===== src/rtl/plb_dac_user_logic.sv =====
// plb_dac_user_logic
//   PLB IPIF user-logic slave driving a 10-bit parallel DAC.
//   Two software registers: CTRL (CE 0) and DATA (CE 1).
//   CTRL: [0] EN, [1] FMT, [2] CLKMD, [3] PINMD, [16:31] DIV.
//   DATA: [0:9] DAC code.
//   Bit 0 is the MSB on every bus-side vector.
//   The DAC conversion clock is Bus2IP_Clk / (2*(DIV+1)).
//   A new code is loaded onto the pins on each conversion-clock falling edge,
//   so it is stable at the following rising edge.
//
// Ports
//   Bus2IP_Clk, Bus2IP_Reset   clock, synchronous active-high reset
//   Bus2IP_Data/BE/RdCE/WrCE   slave-attachment write data, byte enables, chip enables
//   IP2Bus_Data/RdAck/WrAck    read data and combinational acknowledges
//   IP2Bus_Error               tied to 0
//   IP2DAC_*                   DAC code, conversion clock and mode pins
//
// Configuration macro
//   DAC_FORMAT_CONV_EN  when defined and FMT=1, the code MSB is inverted on load
//                       (two's complement to offset binary), and IP2DAC_Format is 0.
module plb_dac_user_logic #(
  parameter int unsigned C_SLV_DWIDTH = 32,
  parameter int unsigned C_NUM_REG    = 2,
  parameter int unsigned C_DAC_DWIDTH = 10
) (
  input  logic                      Bus2IP_Clk,
  input  logic                      Bus2IP_Reset,
  input  logic [0:C_SLV_DWIDTH-1]   Bus2IP_Data,
  input  logic [0:C_SLV_DWIDTH/8-1] Bus2IP_BE,
  input  logic [0:C_NUM_REG-1]      Bus2IP_RdCE,
  input  logic [0:C_NUM_REG-1]      Bus2IP_WrCE,
  output logic [0:C_SLV_DWIDTH-1]   IP2Bus_Data,
  output logic                      IP2Bus_RdAck,
  output logic                      IP2Bus_WrAck,
  output logic                      IP2Bus_Error,
  output logic [0:C_DAC_DWIDTH-1]   IP2DAC_Data,
  output logic                      IP2DAC_DCLKIO,
  output logic                      IP2DAC_Clkout,
  output logic                      IP2DAC_PinMD,
  output logic                      IP2DAC_ClkMD,
  output logic                      IP2DAC_Format,
  output logic                      IP2DAC_PWRDN
);

  localparam int unsigned BE_W  = C_SLV_DWIDTH / 8;
  localparam int unsigned CNT_W = 16;

  logic [0:C_SLV_DWIDTH-1] ctrl_q, ctrl_d;
  logic [0:C_SLV_DWIDTH-1] data_q, data_d;
  logic [CNT_W-1:0]        cnt_q, cnt_d;
  logic                    dclk_q, dclk_d;
  logic [0:C_DAC_DWIDTH-1] dac_q, dac_d;

  logic                    wr_onehot, rd_onehot;
  logic                    ctrl_en, ctrl_fmt;
  logic [CNT_W-1:0]        div;
  logic [0:C_DAC_DWIDTH-1] code_raw, code_next;

  assign ctrl_en  = ctrl_q[0];
  assign ctrl_fmt = ctrl_q[1];
  assign div      = ctrl_q[C_SLV_DWIDTH-CNT_W +: CNT_W];
  assign code_raw = data_q[0:C_DAC_DWIDTH-1];

  // Multi-hot or zero CE selects nothing.
  assign wr_onehot = ($countones(Bus2IP_WrCE) == 1);
  assign rd_onehot = ($countones(Bus2IP_RdCE) == 1);

  // Code presented to the DAC on the next load.
  always_comb begin
    code_next = code_raw;
`ifdef DAC_FORMAT_CONV_EN
    if (ctrl_fmt) begin
      code_next = {~code_raw[0], code_raw[1:C_DAC_DWIDTH-1]};
    end
`endif
  end

  // Register writes, conversion-clock divider and code load.
  always_comb begin
    ctrl_d = ctrl_q;
    data_d = data_q;
    cnt_d  = cnt_q;
    dclk_d = dclk_q;
    dac_d  = dac_q;

    if (wr_onehot) begin
      for (int i = 0; i < BE_W; i++) begin
        if (Bus2IP_BE[i]) begin
          if (Bus2IP_WrCE[0]) ctrl_d[8*i +: 8] = Bus2IP_Data[8*i +: 8];
          if (Bus2IP_WrCE[1]) data_d[8*i +: 8] = Bus2IP_Data[8*i +: 8];
        end
      end
    end

    if (!ctrl_en) begin
      cnt_d  = '0;
      dclk_d = 1'b0;
    end else if (cnt_q == div) begin
      cnt_d  = '0;
      dclk_d = ~dclk_q;
      // Load on the falling edge so the code settles before the next rise.
      if (dclk_q) dac_d = code_next;
    end else begin
      cnt_d = cnt_q + CNT_W'(1);
    end
  end

  always_ff @(posedge Bus2IP_Clk) begin
    if (Bus2IP_Reset) begin
      ctrl_q <= '0;
      data_q <= '0;
      cnt_q  <= '0;
      dclk_q <= 1'b0;
      dac_q  <= '0;
    end else begin
      ctrl_q <= ctrl_d;
      data_q <= data_d;
      cnt_q  <= cnt_d;
      dclk_q <= dclk_d;
      dac_q  <= dac_d;
    end
  end

  // Read mux; unselected or multi-hot reads return 0.
  always_comb begin
    IP2Bus_Data = '0;
    if (rd_onehot) begin
      if (Bus2IP_RdCE[0])      IP2Bus_Data = ctrl_q;
      else if (Bus2IP_RdCE[1]) IP2Bus_Data = data_q;
    end
  end

  assign IP2Bus_RdAck  = |Bus2IP_RdCE;
  assign IP2Bus_WrAck  = |Bus2IP_WrCE;
  assign IP2Bus_Error  = 1'b0;

  assign IP2DAC_Data   = dac_q;
  assign IP2DAC_DCLKIO = dclk_q;
  assign IP2DAC_Clkout = dclk_q;
  assign IP2DAC_PinMD  = ctrl_q[3];
  assign IP2DAC_ClkMD  = ctrl_q[2];
`ifdef DAC_FORMAT_CONV_EN
  assign IP2DAC_Format = 1'b0;
`else
  assign IP2DAC_Format = ctrl_fmt;
`endif
  assign IP2DAC_PWRDN  = ~ctrl_en;

endmodule


===== config.mk =====
export PLATFORM = sky130hd
export DESIGN_NAME = plb_dac_user_logic
export DESIGN_NICKNAME = d
export VERILOG_FILES = /design/src/rtl/plb_dac_user_logic.sv
export SDC_FILE = /design/constraint.sdc
export NUM_CORES = 1
export LEC_CHECK = 0
export ABC_AREA = 1
export BUFFER_PORTS_ARGS = -buffer_cell sky130_fd_sc_hd__buf_2
export CAP_MARGIN = 20
export CELL_PAD_IN_SITES_DETAIL_PLACEMENT = 0
export CELL_PAD_IN_SITES_GLOBAL_PLACEMENT = 1
export CORE_MARGIN = 2
export CORE_UTILIZATION = 36
export CTS_BUF_LIST = sky130_fd_sc_hd__clkbuf_4 sky130_fd_sc_hd__clkbuf_8
export DETAILED_ROUTE_END_ITERATION = 12
export GPL_ROUTABILITY_DRIVEN = 0
export HOLD_SLACK_MARGIN = 0.08
export PLACE_DENSITY_LB_ADDON = 0.12
export SYNTH_ARGS = -nofsm -noshare
export SYNTH_HDL_FRONTEND = slang
export SYNTH_SLANG_ARGS = --single-unit

===== constraint.sdc =====
create_clock -name Bus2IP_Clk -period 1.7 [get_ports Bus2IP_Clk]
set_clock_uncertainty 0.15 [all_clocks]
set_input_delay 0.085 -clock Bus2IP_Clk [delete_from_list [all_inputs] [get_ports Bus2IP_Clk]]
set_output_delay 0.085 -clock Bus2IP_Clk [all_outputs]
set_load 0.01 [all_outputs]

==> impl_summary.txt, run 1 <==
----------------------------------------------------
[Logic synthesis]
  Seq/Total Area, Yosys ... 41.85%
  Post-synth top area share ... 41.85%
  Share of async-settable or async-resettable flops after synthesis ... 0%
  Register bit count reported by yosys ... 91
  Netlist area before placement ... 4353 um2
  Library cell occupying the most area in the post-synthesis netlist ... dfxtp_1
  Number of flops mapped to enable cells by yosys ... 0
  Number of standard cells after synthesis ... 612
  Most used standard cell by instance count after synthesis ... inv_1
  Syn_nets ... 657
  Netlist cell types ... 28
  Largest cells by area after synthesis ... dfxtp_1, a21oi_1, inv_1
  Number of warnings issued by yosys ... 0
  Top_reg_cell synth ... dfxtp_1
  Most common library cells after synthesis ... inv_1, a21oi_1, dfxtp_1
  Post-Syn Area per Cell ... 7.113 um2

[Timing]
  Setup repair after global routing missed its margin ... yes
  Pins over their slew limit ... 0
  Share of the clock period used by the worst path after layout ... 99.07%
  Max-Slew Margin vs Limit ... 62.71%
  Endpoints failing setup ... 0
  Shortest period the worst path allows ... 1684 ps
  Final Hold Violating Endpoints ... 0
  Transition time of the tightest slew-check pin ... 557.5 ps
  Final critical-path setup slack ... 15.85 ps
  Timing-limited maximum frequency ... 593.8 MHz

[Pwr]
  Pleak ... 0.002576 uW
  IR Drop Worst-Case VDD ... 0.4967 mV
  Overall Power ... 4969 uW
  PwrDens ... 803.2 nW/um2

[Global routing]
  Largest net degree at the start of global routing ... 65
  Global-route wire length before repair ... 21,180 um
  Global-route usage over all layers ... 20.69%
  Via count of the first global-routing pass ... 4,262
  Remaining global-route overflow ... 0
  Initial antenna violation count ... 0

[Drt]
  Antenna-violating nets left ... 0
  Number of detailed-routing iterations run before antenna repair ... 4
  Routed WL per cell ... 14.12 um
  Total DRC errors in the routed layout ... 0
  Total wirelength of the detailed-routed design ... 13,090 um
  Vias per cell ... 4.764
  Vias ... 4,416
  Starting DRT DRC Count ... 218

[Clock network]
  Register clock-pin slew on the reported worst setup and hold paths ... 90 ps
  CTS root buffer ... clkbuf_8
  Source-to-sink clock delay at the later pin of the worst-skew pair ... 380 ps
  Number of clock sinks ... 91
  TritonCTS clock tree ... done
  H-tree lvl count ... 3
  Number of clock buffers inserted by TritonCTS ... 9
  Maximum clock insertion buffer count ... 2

[Placement]
  HPWL after DPL ... 7868 um
  Number of buffers added on ports ... 91
  Placed Area ... 5036 um2
  Number of instances in the placed design ... 833
  Placement Setup Slack ... -43.69 ps

[Floorplan]
  Die Outline Area ... 12,990 um2
  Placement row count ... 40
  Vertical extent of the die ... 114.0 um
  Floorplan die width ... 114.0 um
  Initial Utilization ... 36.54%
  Placeable core area ... 11,910 um2
  Top-level I/O count ... 93

[Final layout]
  Footprint of the flip-flops and latches ... 1848 um2
  Finished Layout Cells ... 927
  Synth-to-Final Area Change ... 42.14%
  Post-route design area ... 6187 um2
  Number of filler instances in the final layout ... 1,214
  Share of final-layout standard cells stronger than drive strength 1 ... 26.03%
  Diodes inserted ... 0
  Area of the multi-input gates ... 2071 um2
  Nets ... 820

[Setup path]
  Critical path class ... in2out
  Setup crit end kind ... output pin
  Element type at the critical path start ... input port
  Setup slack, reg-to-reg ... 70 ps
  Highest fanout seen on the critical path ... 5
  Data arrival at the endpoint of the critical path ... 1450 ps
  Required time at the endpoint of the critical path ... 1460 ps

[Worst hold path]
  Hold Crit Class ... in2reg

[Outcome]
  Outcome ... completed

[Job]
  MaxCap Viol Count ... 0

----------------------------------------------------
==> worst max-delay path: stages <==
cell	delay [ps]
buf_2	120
inv_1	80
ha_1	320
clkinvlp_4	160
buf_4	170
a211oi_1	310
buf_2	200
==> cell families after synthesis <==
family	synth area share (%)
XOR/XNOR	1.811
flip-flops	41.85
other	0.08615
AO/OA/AOI/OAI	24.69
AND/OR/NAND/NOR	17.13
buffers and inverters	13.57
adder cells (fa/ha/maj)	0.8624
==> stage by stage <==
step	setup TNS, ps	hold slack (ps)	utilization [%]
6_report	0	14.14	51.94
5_1_grt	-505.5	84.27	51.94
4_1_cts	0	87.85	50.18
3_5_place_dp	-400.7	231.9	42.28
3_3_place_gp	-171.3	222.8	42.28
2_1_floorplan	-1582	127.7	-
==> cell type report <==
cell class                      count  share of cell area, %
Sequential cell                    91                  29.87
Timing Repair Buffer              188                  23.24
Tap cell                          147                  2.973
Inverter                          111                  6.795
Clock inverter                      5                  1.213
Clock buffer                       11                  2.447
Multi-Input combinational cell    374                  33.47
==> final timing paths <==
| kind | from | end | depth (start not counted) |
|---|---|---|---|
| setup reg to reg | cnt_q[2] | IP2DAC_Data[1] | 9 |
| hold reg to reg | data_q[30] | data_q[30] | 2 |
| setup / recovery | Bus2IP_RdCE[0] | IP2Bus_Data[4] | 7 |
| hold / removal | Bus2IP_Reset | data_q[29] | 5 |
==> sequential cells by signal, indices dropped and copies added, names as in the netlist <==
register and flops:
data_q 32, cnt_q 16, IP2DAC_Clkout 1, ctrl_q 32, IP2DAC_Data 10
==> cell usage in the layout (no fill, tap or decap), drive strengths merged <==
cell	count
bufinv	2
nand2	81
dfxtp	91
nand3	16
a211oi	32
nand3b	1
conb	1
clkinvlp	1
nor3	10
clkinv	3
a21oi	102
or2	1
buf	121
xor2	9
o21ai	64
ha	3
dlymetal6s4s	2
nor2	40
inv	110
clkbuf	11
nand4	14
dlygate4sd3	65
==> where the power goes <==
group | switching (uW) | total [uW] | leakage [uW] | internal [uW]
logic | 543 | 990 | 0.00171 | 446
registers | 43.7 | 2270 | 0.000749 | 2220
clock network | 813 | 1710 | 0.000119 | 902
==> layer usage <==
layer  up-vias  share of wire (%)  global-route usage [%]
met5         -                  0                       0
met4         0                1.1                   7.805
met3        10                4.0                   3.029
met2       100                 46                   32.50
met1      1986                 49                   28.85
li1       2320                  -                       -
==> timing repair <==
item | in CTS | in global routing
pin swaps | 0 | 16
setup endpoints to repair | 21 | 70
gates resized for setup | 3 | 64
cloned | 0 | 3
hold endpoints to repair | 90 | 0
hold buffers | 70 | 0
setup buffers | 0 | 7
Note: power is estimated with default switching activity, not from simulation.
==> inputs of run 2 (changes only) <==
Settings changed: CORE_MARGIN 2 to 8.
==> impl_summary.txt, run 2 (synthesis gave the netlist of run 1 again) <==
----------------------------------------------------
[Job]
  MaxCap Viol Count ... 0

[Pwr]
  Pleak ... 0.002560 uW
  Design internal power ... 3372 uW
  Overall Power ... 4792 uW
  Clock Power Share ... 32.2%
  Switching share of power ... 29.63%
  PwrDens ... 774.9 nW/um2
  Net switching power figure ... 1420 uW
  IR Drop Worst-Case VDD ... 0.4069 mV
  Fraction of power consumed by sequential logic ... 47.3%
  Combinational power share ... 20.5%

[Drt]
  Number of detailed-routing iterations run before antenna repair ... 4
  Antenna-violating nets left ... 0
  Vias ... 4,444
  Total wirelength of the detailed-routed design ... 13,890 um
  Total DRC errors in the routed layout ... 0
  Vias per cell ... 4.789
  Routed WL per cell ... 14.97 um
  Starting DRT DRC Count ... 199

[Final layout]
  Synth-to-Final Area Change ... 42.05%
  Commonest cells after routing, fill and taps aside ... inv_1, a21oi_1, buf_2
  Final core occ ... 51.91%
  Area of the multi-input gates ... 2066 um2
  Number of filler instances in the final layout ... 1,204
  Share of final-layout standard cells stronger than drive strength 1 ... 26.25%
  Diodes inserted ... 0
  Nets ... 821
  Footprint of the flip-flops and latches ... 1858 um2
  Most frequent standard cell in the layout excluding fill and tap cells ... inv_1
  Largest registers in the final layout ... ctrl_q x32, data_q x32, cnt_q x16

[Clock network]
  Source-to-sink clock delay at the later pin of the worst-skew pair ... 380 ps
  TritonCTS clock tree ... done
  Register clock-pin slew on the reported worst setup and hold paths ... 100 ps
  Number of clock sinks ... 91
  CTS root buffer ... clkbuf_8
  H-tree lvl count ... 3
  Number of clock buffers inserted by TritonCTS ... 9
  Maximum clock insertion buffer count ... 2

[Floorplan]
  Floorplan die width ... 126.0 um
  Placement row count ... 40
  Top-level I/O count ... 93
  Die Outline Area ... 15,870 um2
  Placeable core area ... 11,910 um2
  Initial Utilization ... 36.54%
  Vertical extent of the die ... 126.0 um

[Timing]
  Timing-limited maximum frequency ... 603.0 MHz
  Pins over their slew limit ... 0
  Endpoints failing setup ... 0
  Transition time of the tightest slew-check pin ... 532.7 ps
  Share of the clock period used by the worst path after layout ... 97.56%
  Max-Slew Margin vs Limit ... 64.37%
  Worst hold slack after final layout ... 149.9 ps
  Setup repair after global routing missed its margin ... yes
  Final Hold Violating Endpoints ... 0
  Shortest period the worst path allows ... 1659 ps
  Post-Route Setup TNS ... 0 ps

[Placement]
  Number of buffers added on ports ... 91
  HPWL after DPL ... 8495 um

[Setup path]
  Data arrival at the endpoint of the critical path ... 1780 ps
  Element type at the critical path start ... input port
  Highest fanout seen on the critical path ... 13
  Critical path class ... in2reg
  Required time at the endpoint of the critical path ... 1820 ps
  Setup crit end kind ... register

[Worst hold path]
  Hold Crit Class ... in2reg

[Global routing]
  Global-route wire length before repair ... 22,340 um
  Remaining global-route overflow ... 0
  Via count of the first global-routing pass ... 4,294
  Largest net degree at the start of global routing ... 65
  Initial antenna violation count ... 0
  Global-route usage over all layers ... 17.42%

[Outcome]
  Outcome ... completed

----------------------------------------------------
run 2: cell count changes in the layout (fill, tap and decap cells not counted), moves of 3 or more:
| cell | previous run | this run |
|---|---|---|
| clkinvlp_4 | 1 | 4 |
| dfxtp_1 | 78 | 72 |
| dfxtp_2 | 9 | 14 |
| o21ai_0 | 53 | 57 |
| o21ai_1 | 11 | 7 |
run 2: critical path, stage by stage:
cell	delay [ps]
dlygate4sd3_1	530
buf_2	130
nand3_1	70
buf_4	180
dlygate4sd3_1	680
a21oi_1	110
run 2: cell type report:
| class | count | share of cell area (%) |
|---|---|---|
| timing repair buffer | 189 | 23.51 |
| clock buffer | 10 | 2.226 |
| sequential | 91 | 30.05 |
| inverter | 111 | 6.779 |
| multi-input combinational | 374 | 33.41 |
| tap | 147 | 2.974 |
| clock inverter | 6 | 1.052 |
run 2: layer usage:
metal / vias to the layer above / wire [um] / track usage [%]
li1: 2326 / - / -
met1: 2017 / 6757 / 23.27
met2: 88 / 6274 / 26.84
met3: 13 / 656 / 4.304
met4: 0 / 200 / 5.732
met5: - / 0 / 0
run 2: what timing repair did:
item / CTS / global route
buffers inserted: 0 / 5
endpoints found under the hold margin: 90 / 1
gates resized for setup: 5 / 67
endpoints found under the setup margin: 27 / 85
gates cloned: 0 / 3
hold buffers: 69 / 1
pin swaps: 0 / 15
run 2: per-stage QoR:
stage | cells | setup WS [ps] | cell area [um2]
4_1_cts | 919 | 1.695 | 5954
6_report | 928 | 41.50 | 6183
3_5_place_dp | 834 | -74.17 | 5044
3_3_place_gp | 834 | -92.88 | 5044
5_1_grt | 928 | -57.96 | 6183
2_1_floorplan | 612 | -65.92 | 4384
run 2: path summary, 6_finish.rpt:
path	start	depth (start not counted)	to	slack (ps)
max reg2reg	cnt_q[2]	8	IP2DAC_Data[8]	50
max	Bus2IP_BE[2]	6	ctrl_q[17]	40
min	Bus2IP_WrCE[1]	5	data_q[26]	150
min reg2reg	data_q[30]	2	data_q[30]	300
run 2: power by group through the flow:
stage / clock network (uW) / logic (uW) / registers, uW
after global placement: 0 / 732 / 2320
after floorplan: 0 / 476 / 2310
after global routing: 1700 / 1080 / 2280
after CTS: 1610 / 890 / 2270
final: 1540 / 982 / 2270
after detailed placement: 0 / 741 / 2320
==> inputs of run 3 (changes only) <==
Settings changed: REMOVE_ABC_BUFFERS from default to 1.
==> impl_summary.txt, run 3 (synthesis gave the netlist of run 1 again) <==
----------------------------------------------------
[Setup path]
  Setup slack, reg-to-reg ... 60 ps
  Highest fanout seen on the critical path ... 16
  Reg2Reg Launch Point ... cnt_q[8]
  Critical Path Most Common Cell ... dlygate4sd3_1
  Cell with the largest stage delay on the worst path ... dlygate4sd3_1
  Crit path capture ... ctrl_q[17]
  Number of gates on the worst path with buffers counted ... 7
  R2R cell count ... 10
  CP Buf/Inv Count ... 4
  Critical path class ... in2reg
  Required time at the endpoint of the critical path ... 1810 ps
  Element type at the critical path start ... input port
  CP max stage delay ... 550 ps
  Critical path launch point ... Bus2IP_BE[2]
  Endpoint of the worst-slack reg-to-reg timing path ... IP2DAC_Data[4]
  Setup crit end kind ... register
  Crit path cell chain ... dlygate4sd3_1 -> buf_2 -> nand3_1 -> buf_4 -> o21ai_0 -> a21oi_1 -> dlygate4sd3_1
  Worst path top cell family by delay ... buffers and inverters
  Data arrival at the endpoint of the critical path ... 1780 ps

[Timing]
  Final Hold Violating Endpoints ... 0
  Timing-limited maximum frequency ... 596.4 MHz
  Pins over their slew limit ... 0
  Max-Slew Margin vs Limit ... 52.76%
  Share of the clock period used by the worst path after layout ... 98.64%
  Transition time of the tightest slew-check pin ... 705.9 ps
  Setup repair after global routing missed its margin ... yes
  Shortest period the worst path allows ... 1677 ps
  Endpoints failing setup ... 0

[Worst hold path]
  Hold Crit Class ... in2reg
  Depth of the worst hold-timing path ... 5

[Final layout]
  Nets ... 838
  Diodes inserted ... 0
  Post-route design area ... 6300 um2
  Finished Layout Cells ... 944
  Final core occ ... 52.89%
  Number of filler instances in the final layout ... 1,177
  Share of final-layout standard cells stronger than drive strength 1 ... 28.36%
  Largest registers in the final layout ... ctrl_q x32, data_q x32, cnt_q x16
  Most frequent standard cell in the layout excluding fill and tap cells ... a21oi_1
  Commonest cells after routing, fill and taps aside ... a21oi_1, inv_1, buf_2
  Synth-to-Final Area Change ... 44.73%

[Floorplan]
  Vertical extent of the die ... 126.0 um
  Placeable core area ... 11,910 um2
  Initial Utilization ... 36.54%
  Top-level I/O count ... 93
  Placement row count ... 40
  Die Outline Area ... 15,870 um2
  Floorplan die width ... 126.0 um

[Global routing]
  Global-route usage over all layers ... 17.31%
  Via count of the first global-routing pass ... 4,460
  Initial antenna violation count ... 0
  Largest net degree at the start of global routing ... 65
  Global-route wire length before repair ... 22,250 um
  Remaining global-route overflow ... 0

[Job]
  MaxCap Viol Count ... 0

[Pwr]
  Pleak ... 0.002670 uW
  IR Drop Worst-Case VDD ... 0.4257 mV
  Overall Power ... 4856 uW
  PwrDens ... 770.9 nW/um2

[Clock network]
  Number of clock buffers inserted by TritonCTS ... 9
  Register clock-pin slew on the reported worst setup and hold paths ... 80 ps
  H-tree lvl count ... 3
  Source-to-sink clock delay at the later pin of the worst-skew pair ... 370 ps
  TritonCTS clock tree ... done
  Number of clock sinks ... 91
  CTS root buffer ... clkbuf_8
  Maximum clock insertion buffer count ... 2

[Drt]
  Antenna-violating nets left ... 0
  Total wirelength of the detailed-routed design ... 14,200 um
  Number of detailed-routing iterations run before antenna repair ... 4
  Vias ... 4,588
  Total DRC errors in the routed layout ... 0
  Routed WL per cell ... 15.04 um
  Starting DRT DRC Count ... 217
  Vias per cell ... 4.860

[Outcome]
  Outcome ... completed

[Placement]
  Number of buffers added on ports ... 91
  Placed Area ... 5071 um2
  HPWL after DPL ... 8509 um
  Number of instances in the placed design ... 840

----------------------------------------------------
[run 3: repair_timing]
action,4_1_cts,5_1_grt
hold buffers,70,0
setup endpoints to repair,0,55
setup buffers,0,16
resized for setup,0,87
endpoints found under the hold margin,85,0
[run 3: routing by layer]
| layer | global-route usage (%) | vias up | share of wire, % | wire length, um |
|---|---|---|---|---|
| met2 | 28.11 | 104 | 47 | 6668 |
| met4 | 7.502 | 0 | 1.9 | 276 |
| li1 | - | 2364 | - | - |
| met5 | 0 | - | 0 | 0 |
| met1 | 21.51 | 2099 | 46 | 6571 |
| met3 | 3.966 | 21 | 4.8 | 685 |
[run 3: final cells by class]
cell class                      instances  area, um2  area share (%)
Clock inverter                          2      35.03          0.5561
Timing Repair Buffer                  205       1597           25.34
Clock buffer                           13      166.4           2.642
Inverter                              111      416.7           6.614
Tap cell                              147      183.9           2.920
Sequential cell                        91       1859           29.51
Multi-Input combinational cell        375       2042           32.41
[run 3: where the power goes]
group | switching (uW) | total [uW] | internal, uW | leakage (uW)
logic | 559 | 1030 | 474 | 0.00181
registers | 45.2 | 2270 | 2220 | 0.000753
clock network | 769 | 1550 | 785 | 0.000106
total | 1370 | 4860 | 3480 | 0.00267
[run 3: stage by stage]
step	setup TNS [ps]	setup slack, ps	hold slack, ps
after floorplan	0	133.7	107.3
after global placement	0	53.43	223.1
after detailed placement	0	43.95	232.8
after CTS	0	15.62	83.91
after global routing	-501.0	-66.48	101.5
final	0	23.13	55.12
[run 3: worst reg2reg max path, stage by stage, from the launching register on]
cell and delay, ps:
dfxtp_4 390, inv_2 50, nand2_1 50, nand2_1 40
nor2_1 70, nand2_1 110, nor2_4 300, buf_4 180
nand4_1 90, nand2_1 90, nor2_1 40
[run 3: worst min-delay path by stage]
stage	to	from	slack, ps
after floorplan	IP2Bus_Data[0]	Bus2IP_RdCE[0]	110
after global placement	ctrl_q[27]	Bus2IP_Data[27]	220
after detailed placement	ctrl_q[17]	Bus2IP_Data[17]	230
after CTS	ctrl_q[23]	Bus2IP_Reset	80
after global routing	ctrl_q[25]	Bus2IP_Reset	100
final	ctrl_q[31]	Bus2IP_Reset	60
